### config.mk
export PLATFORM = sky130hd
export DESIGN_NAME = bmp180_slave_flat
export DESIGN_NICKNAME = d
export VERILOG_FILES = /design/src/rtl/bmp180_slave_if.sv /design/src/rtl/bmp180_slave.sv /design/src/flat_wrapper.sv
export SDC_FILE = /design/constraint.sdc
export NUM_CORES = 1
export LEC_CHECK = 0
export CAP_MARGIN = 20
export CORE_ASPECT_RATIO = 1.5
export CORE_MARGIN = 2
export CORE_UTILIZATION = 33
export CTS_CLUSTER_SIZE = 8
export DETAILED_ROUTE_END_ITERATION = 16
export PLACE_DENSITY_LB_ADDON = 0.2
export SYNTH_ARGS = -nofsm -noshare
export SYNTH_HDL_FRONTEND = slang
export SYNTH_SLANG_ARGS = --single-unit
### constraint.sdc
create_clock -name clk -period 7.1 [get_ports clk]
set_clock_uncertainty 0.05 [all_clocks]
set_input_delay 2.13 -clock clk [delete_from_list [all_inputs] [get_ports clk]]
set_output_delay 2.13 -clock clk [all_outputs]
set_load 0.03 [all_outputs]
### src/rtl/bmp180_slave_if.sv
// rtl/bmp180_slave_if.sv - I2C line bundle between a bus master and the BMP180-style slave
interface bmp180_slave_if;
  logic scl_in;
  logic sda_in;
  logic sda_oe;

  modport slave (input scl_in, input sda_in, output sda_oe);
  modport master (output scl_in, output sda_in, input sda_oe);
endinterface

### src/rtl/bmp180_slave.sv
// rtl/bmp180_slave.sv - BMP180-style I2C register slave with host-loaded calibration and result registers
// Optional BMP180_SLAVE_SOFTRESET_EN: I2C write of 0xB6 to 0xE0 clears ctrl_meas and out registers.
module bmp180_slave #(
  parameter logic [6:0] DEV_ADDR = 7'h77,
  parameter logic [7:0] CHIP_ID  = 8'h55
) (
  input  logic                 clk,
  input  logic                 reset,
  bmp180_slave_if.slave        i2c,
  input  logic                 reg_wr,
  input  logic [7:0]           reg_addr,
  input  logic [7:0]           reg_wdata,
  output logic [7:0]           ctrl_meas,
  output logic                 ctrl_strobe,
  output logic                 busy
);

  typedef enum logic [2:0] {IDLE, ADDR, ADDR_ACK, WR_BYTE, WR_ACK, RD_BYTE, RD_ACK} stateT;

  stateT       state, stateNext;
  logic        sclMeta, sclSync, sclPrev;
  logic        sdaMeta, sdaSync, sdaPrev;
  logic        sclRise, sclFall, startDet, stopDet;
  logic [3:0]  bitCnt;
  logic [7:0]  shiftReg;
  logic [7:0]  ptr;
  logic        sdaOe;
  logic        firstByte;
  logic        masterAck;
  logic        busyR;
  logic        addrMatch;
  logic        i2cRegWr;
  logic        softReset;
  logic [7:0]  rdCur, rdNext;

  logic [7:0]  cal [0:21];
  logic [7:0]  outReg [0:2];
  logic [7:0]  ctrlMeas;
  logic        ctrlWrote, ctrlStrobeR;
  logic        hostCal, hostOut;
  logic [4:0]  hostCalIdx;
  logic [1:0]  hostOutIdx;

  assign sclRise   = sclSync & ~sclPrev;
  assign sclFall   = ~sclSync & sclPrev;
  assign startDet  = sclSync & sclPrev & sdaPrev & ~sdaSync;
  assign stopDet   = sclSync & sclPrev & ~sdaPrev & sdaSync;
  assign addrMatch = (shiftReg[7:1] == DEV_ADDR);

  function automatic logic [7:0] regRead(input logic [7:0] a);
    logic [4:0] ci;
    ci = 5'(a - 8'hAA);
    regRead = 8'h00;
    if (a >= 8'hAA && a <= 8'hBF) regRead = cal[ci];
    else if (a == 8'hD0)          regRead = CHIP_ID;
    else if (a == 8'hF4)          regRead = ctrlMeas;
    else if (a == 8'hF6)          regRead = outReg[0];
    else if (a == 8'hF7)          regRead = outReg[1];
    else if (a == 8'hF8)          regRead = outReg[2];
  endfunction

  // Read data is fetched at load time, so host updates only affect bytes not yet shifted.
  assign rdCur  = regRead(ptr);
  assign rdNext = regRead(ptr + 8'd1);

  assign i2cRegWr = (state == WR_ACK) && sclFall && !firstByte;
`ifdef BMP180_SLAVE_SOFTRESET_EN
  assign softReset = i2cRegWr && (ptr == 8'hE0) && (shiftReg == 8'hB6);
`else
  assign softReset = 1'b0;
`endif

  always_ff @(posedge clk) begin
    if (reset) state <= IDLE;
    else       state <= stateNext;
  end

  always_comb begin
    stateNext = state;
    if (startDet)     stateNext = ADDR;
    else if (stopDet) stateNext = IDLE;
    else begin
      case (state)
        ADDR:     if (sclFall && bitCnt == 4'd8) stateNext = addrMatch ? ADDR_ACK : IDLE;
        ADDR_ACK: if (sclFall) stateNext = shiftReg[0] ? RD_BYTE : WR_BYTE;
        WR_BYTE:  if (sclFall && bitCnt == 4'd8) stateNext = WR_ACK;
        WR_ACK:   if (sclFall) stateNext = WR_BYTE;
        RD_BYTE:  if (sclFall && bitCnt == 4'd8) stateNext = RD_ACK;
        RD_ACK:   if (sclFall) stateNext = masterAck ? RD_BYTE : IDLE;
        default:  stateNext = state;
      endcase
    end
  end

  always_ff @(posedge clk) begin
    if (reset) begin
      sclMeta   <= 1'b1;
      sclSync   <= 1'b1;
      sclPrev   <= 1'b1;
      sdaMeta   <= 1'b1;
      sdaSync   <= 1'b1;
      sdaPrev   <= 1'b1;
      bitCnt    <= 4'd0;
      shiftReg  <= 8'h00;
      ptr       <= 8'h00;
      sdaOe     <= 1'b0;
      firstByte <= 1'b0;
      masterAck <= 1'b0;
      busyR     <= 1'b0;
    end else begin
      sclMeta <= i2c.scl_in;
      sclSync <= sclMeta;
      sclPrev <= sclSync;
      sdaMeta <= i2c.sda_in;
      sdaSync <= sdaMeta;
      sdaPrev <= sdaSync;
      if (startDet) begin
        busyR  <= 1'b1;
        bitCnt <= 4'd0;
        sdaOe  <= 1'b0;
      end else if (stopDet) begin
        busyR <= 1'b0;
        sdaOe <= 1'b0;
      end else begin
        case (state)
          ADDR, WR_BYTE: begin
            if (sclRise) begin
              shiftReg <= {shiftReg[6:0], sdaSync};
              bitCnt   <= bitCnt + 4'd1;
            end
            // Data bytes are always ACKed; address bytes only on a match.
            if (sclFall && bitCnt == 4'd8) begin
              bitCnt <= 4'd0;
              sdaOe  <= (state == WR_BYTE) || addrMatch;
            end
          end
          ADDR_ACK: if (sclFall) begin
            bitCnt    <= 4'd0;
            firstByte <= 1'b1;
            if (shiftReg[0]) begin
              shiftReg <= rdCur;
              sdaOe    <= ~rdCur[7];
            end else begin
              sdaOe <= 1'b0;
            end
          end
          WR_ACK: if (sclFall) begin
            sdaOe     <= 1'b0;
            firstByte <= 1'b0;
            if (firstByte) ptr <= shiftReg;
            else           ptr <= ptr + 8'd1;
          end
          RD_BYTE: begin
            if (sclRise) bitCnt <= bitCnt + 4'd1;
            if (sclFall) begin
              if (bitCnt == 4'd8) begin
                sdaOe  <= 1'b0;
                bitCnt <= 4'd0;
              end else begin
                shiftReg <= {shiftReg[6:0], 1'b0};
                sdaOe    <= ~shiftReg[6];
              end
            end
          end
          RD_ACK: begin
            if (sclRise) masterAck <= ~sdaSync;
            if (sclFall) begin
              if (masterAck) begin
                ptr      <= ptr + 8'd1;
                shiftReg <= rdNext;
                sdaOe    <= ~rdNext[7];
              end else begin
                sdaOe <= 1'b0;
              end
            end
          end
          default: ;
        endcase
      end
    end
  end

  assign hostCal    = reg_wr && (reg_addr >= 8'hAA) && (reg_addr <= 8'hBF);
  assign hostOut    = reg_wr && (reg_addr >= 8'hF6) && (reg_addr <= 8'hF8);
  assign hostCalIdx = 5'(reg_addr - 8'hAA);
  assign hostOutIdx = 2'(reg_addr - 8'hF6);

  always_ff @(posedge clk) begin
    if (reset) begin
      for (int i = 0; i < 22; i++) cal[i] <= 8'h00;
      for (int i = 0; i < 3; i++) outReg[i] <= 8'h00;
      ctrlMeas    <= 8'h00;
      ctrlWrote   <= 1'b0;
      ctrlStrobeR <= 1'b0;
    end else begin
      ctrlWrote   <= i2cRegWr && (ptr == 8'hF4);
      ctrlStrobeR <= ctrlWrote;
      if (hostCal) cal[hostCalIdx] <= reg_wdata;
      if (softReset) begin
        for (int i = 0; i < 3; i++) outReg[i] <= 8'h00;
      end else if (hostOut) begin
        outReg[hostOutIdx] <= reg_wdata;
      end
      if (i2cRegWr && ptr == 8'hF4) ctrlMeas <= shiftReg;
      else if (softReset)           ctrlMeas <= 8'h00;
    end
  end

  assign i2c.sda_oe  = sdaOe;
  assign ctrl_meas   = ctrlMeas;
  assign ctrl_strobe = ctrlStrobeR;
  assign busy        = busyR;

endmodule

### src/flat_wrapper.sv
// flat-port wrapper written by rule: the top's interface ports become plain ports
module bmp180_slave_flat 
#(
  parameter logic [6:0] DEV_ADDR = 7'h77,
  parameter logic [7:0] CHIP_ID  = 8'h55
)
  (clk, reset, reg_wr, reg_addr, reg_wdata, ctrl_meas, ctrl_strobe, busy, i2c_scl_in, i2c_sda_in, i2c_sda_oe);
  bmp180_slave_if i2c_i ();
  input  logic clk;
  input  logic reset;
  input  logic reg_wr;
  input  logic [7:0] reg_addr;
  input  logic [7:0] reg_wdata;
  output logic [7:0] ctrl_meas;
  output logic ctrl_strobe;
  output logic busy;
  input wire logic [$bits(i2c_i.scl_in)-1:0] i2c_scl_in;
  input wire logic [$bits(i2c_i.sda_in)-1:0] i2c_sda_in;
  output wire logic [$bits(i2c_i.sda_oe)-1:0] i2c_sda_oe;
  assign i2c_i.scl_in = i2c_scl_in;
  assign i2c_i.sda_in = i2c_sda_in;
  assign i2c_sda_oe = i2c_i.sda_oe;
  bmp180_slave #(.DEV_ADDR(DEV_ADDR), .CHIP_ID(CHIP_ID)) u_core (.clk(clk), .reset(reset), .i2c(i2c_i), .reg_wr(reg_wr), .reg_addr(reg_addr), .reg_wdata(reg_wdata), .ctrl_meas(ctrl_meas), .ctrl_strobe(ctrl_strobe), .busy(busy));
endmodule
==> qor.csv <==
stage,metric,value,unit
synthesis,ys_warn_count,0,
sta,hold_viol,0,
worst_setup_path,worstPathArrival,5.31,ns
flow_run,drv_cap,0,
cells_and_area,fill_cells,5066,
cells_and_area,final_nets,1400,
sta,worst_slew_pin_slew,1.04,ns
synthesis,synth.distinct_cells,73,
routing,ant_nets,0,
clock_tree,htreeDepth,2,
clock_tree,numCtsBuffers,46,
worst_setup_path,slowest_stage,o21ai_0,
cells_and_area,fin_util,37.7,%
synthesis,ys_seq_elements,323,
sta,post-route-period-util,72.9,%
global_routing,grt_start_max_net_pins,49,
global_routing,grt_pass1_vias,12100,
global_routing,overflow,0,
synthesis,synth_edf_count,280,
routing,drt-wirelength-per-cell,27.3,um
floorplanning,die_w,193,um
cells_and_area,areaGrowthSynthToFinish,13.5,%
routing,dr.pass1.iters,5,
clock_tree,clkSinkCount,323,
worst_setup_path,path_buf_inv,2,
sta,max_slew_margin,30.0,%
power_and_ir_drop,peakVddDrop,0.188,mV
routing,vias,11700,
power_and_ir_drop,power_density,219,nW/um^2
min_path,hp-class,flop to flop,
sta,finalCriticalPeriod,5.17,ns
worst_setup_path,required,7.24,ns
sta,fmax,193,MHz
clock_tree,clock_tree.root_cell,clkbuf_16,
clock_tree,post-cts-setup-buffers,0,
sta,rsz0062_at_grt,false,
clock_tree,clock_latency,0.58,ns
worst_setup_path,crit_chain,clkdlybuf4s50_1 > ha_1 > inv_1 > o21ai_0 > a21oi_1 > nor3_1 > nand3_1 > o21ai_0,
worst_setup_path,max_stage_delay,1.05,ns
synthesis,syn_avg_cell_area,13.3,um^2
clock_tree,cts.reportedPaths.clkPinSlew,0.05,ns
sta,setup_viol,0,
worst_setup_path,startpoint_type,input pin,
power_and_ir_drop,power.total,4.41,mW
worst_setup_path,cpMostUsedCell,o21ai_0,
floorplanning,core,53400,um^2
synthesis,syn_area,17700,um^2
floorplanning,rows,104,
global_routing,antenna_found_initial,0,
place,gp_congestion,0.968,
routing,drc,0,
sta,finalSetupTns,0,ns
floorplanning,io_pins,32,
place,hpwl,40.4,mm
sta,maxSlewViolCount,0,
cells_and_area,final_common_cell,edfxtp_1,
synthesis,netlist.area_leader.share,47.5,%
clock_tree,post_cts_resized,0,
worst_setup_path,crit_family,compound AO/OA/AOI/OAI gates,
cells_and_area,layout-drive-gt1-share,19.9,%
cells_and_area,antenna_cells,0,
floorplanning,fp.dieArea,55600,um^2
worst_setup_path,worstSetupPathType,input pin to flop,
cells_and_area,mostFrequentLayoutCells,"280 x edfxtp_1, 209 x and2_1, 135 x mux4_2",
global_routing,grtUsageTotal,20.8,%
worst_setup_path,crit_fanout,13,
routing,via_per_inst,5.63,
synthesis,syn-num-nets,1368,
synthesis,async_flop_share,0,%
place,port_buffers,31,
run_status,status,finished clean,
global_routing,grt_pass1_wl,83.4,mm
clock_tree,cts_hold_buf,0,
floorplanning,initial_utilization,33.2,%
routing,drt_iter0_markers,884,
clock_tree,cts_tree,built,
synthesis,synthCells,1334,
synthesis,synthTopCellsByArea,"edfxtp_1 47%, mux4_2 17%, and2_1 7.4%",
power_and_ir_drop,p_leak,6.42,nW
clock_tree,cts.path.max_buffers,3,
routing,routed_wl,56.5,mm
synthesis,yosys_most_used_dff,edfxtp_1,
synthesis,synth_largest_area_cell,edfxtp_1,
worst_setup_path,end_kind,flop,
synthesis,synth_seq_area_share,52.3,%
floorplanning,die_h,288,um
[flip-flops by register name (all words and copies together) (netlist names), 3 cells and up]
signal,count
u_core.shiftReg,8
u_core.bitCnt,4
u_core.cal,256
u_core.outReg,24
u_core.ctrl_meas,8
u_core.ptr,8
u_core.state,3
[report_power, final]
part | total, mW | switching [mW] | leakage [nW] | internal [mW]
clock | 2.03 | 0.832 | 0.627 | 1.20
combinational | 0.197 | 0.124 | 2.82 | 0.0731
sequential | 2.18 | 0.0513 | 2.97 | 2.13
total | 4.41 | 1.01 | 6.42 | 3.40
[per-layer routing]
| metal | vias up | GRT usage, % | routed length (um) |
|---|---|---|---|
| met3 | 102 | 2.68 | 2200 |
| met1 | 6026 | 23.5 | 21000 |
| li1 | 5200 | - | - |
| met2 | 335 | 37.9 | 30100 |
| met5 | - | 0 | 0 |
| met4 | 0 | 10.8 | 3130 |
[cell type report]
| type | count | area (um^2) | area share (%) |
|---|---|---|---|
| clock buffer | 60 | 1230 | 6.14 |
| clock inverter | 3 | 65.1 | 0.324 |
| inverter | 23 | 86.3 | 0.429 |
| multi-input combinational | 892 | 7950 | 39.5 |
| sequential | 323 | 9280 | 46.1 |
| tap | 689 | 862 | 4.29 |
| timing repair buffer | 80 | 636 | 3.16 |
[final timing paths]
path                        from                 to  slack (ns)  cells after the start
setup reg to reg   u_core.ptr[1]  u_core.i2c.sda_oe        2.07                     10
hold / removal    u_core.sclMeta     u_core.sclSync        0.36                      1
hold reg to reg   u_core.sclMeta     u_core.sclSync        0.36                      1
setup / recovery     reg_addr[1]  u_core.cal[11][0]        1.93                      8
[Yosys cell counts (7+ instances only)]
cell,instances
a21oi_1,41
ha_1,13
o211ai_1,10
mux4_2,135
mux2i_1,25
dfxtp_1,43
nand3b_1,7
buf_1,8
edfxtp_1,280
a211oi_1,18
nor2b_1,8
a2111oi_0,7
nor2_1,86
clkbuf_1,56
nand4_1,10
and2_1,209
a31oi_1,8
or2_2,9
nand2_1,72
nor3_1,15
a22oi_1,8
xor2_1,10
buf_2,21
inv_1,21
nand3_1,19
o21ai_0,62
mux2_2,12
[cell families after synthesis]
group | Yosys count | share of synthesized area, %
AND/OR/NAND/NOR | 471 | 14.5
flip-flops | 323 | 52.3
AO/OA/AOI/OAI | 213 | 7.99
multiplexers | 178 | 20.2
buffers and inverters | 119 | 3.02
XOR/XNOR | 17 | 1.07
adder cells (fa/ha/maj) | 13 | 0.918
[stage by stage]
stage,instances,setup slack [ns],hold WS [ns],instance area (um^2)
after detailed placement,1998,1.24,0.354,18800
after global routing,2070,1.74,0.383,20100
after floorplan,1334,1.96,0.339,17700
after global placement,1998,1.36,0.359,18800
after CTS,2061,1.84,0.366,20100
final,2070,1.93,0.361,20100
Power figures use the tool's default switching activity.
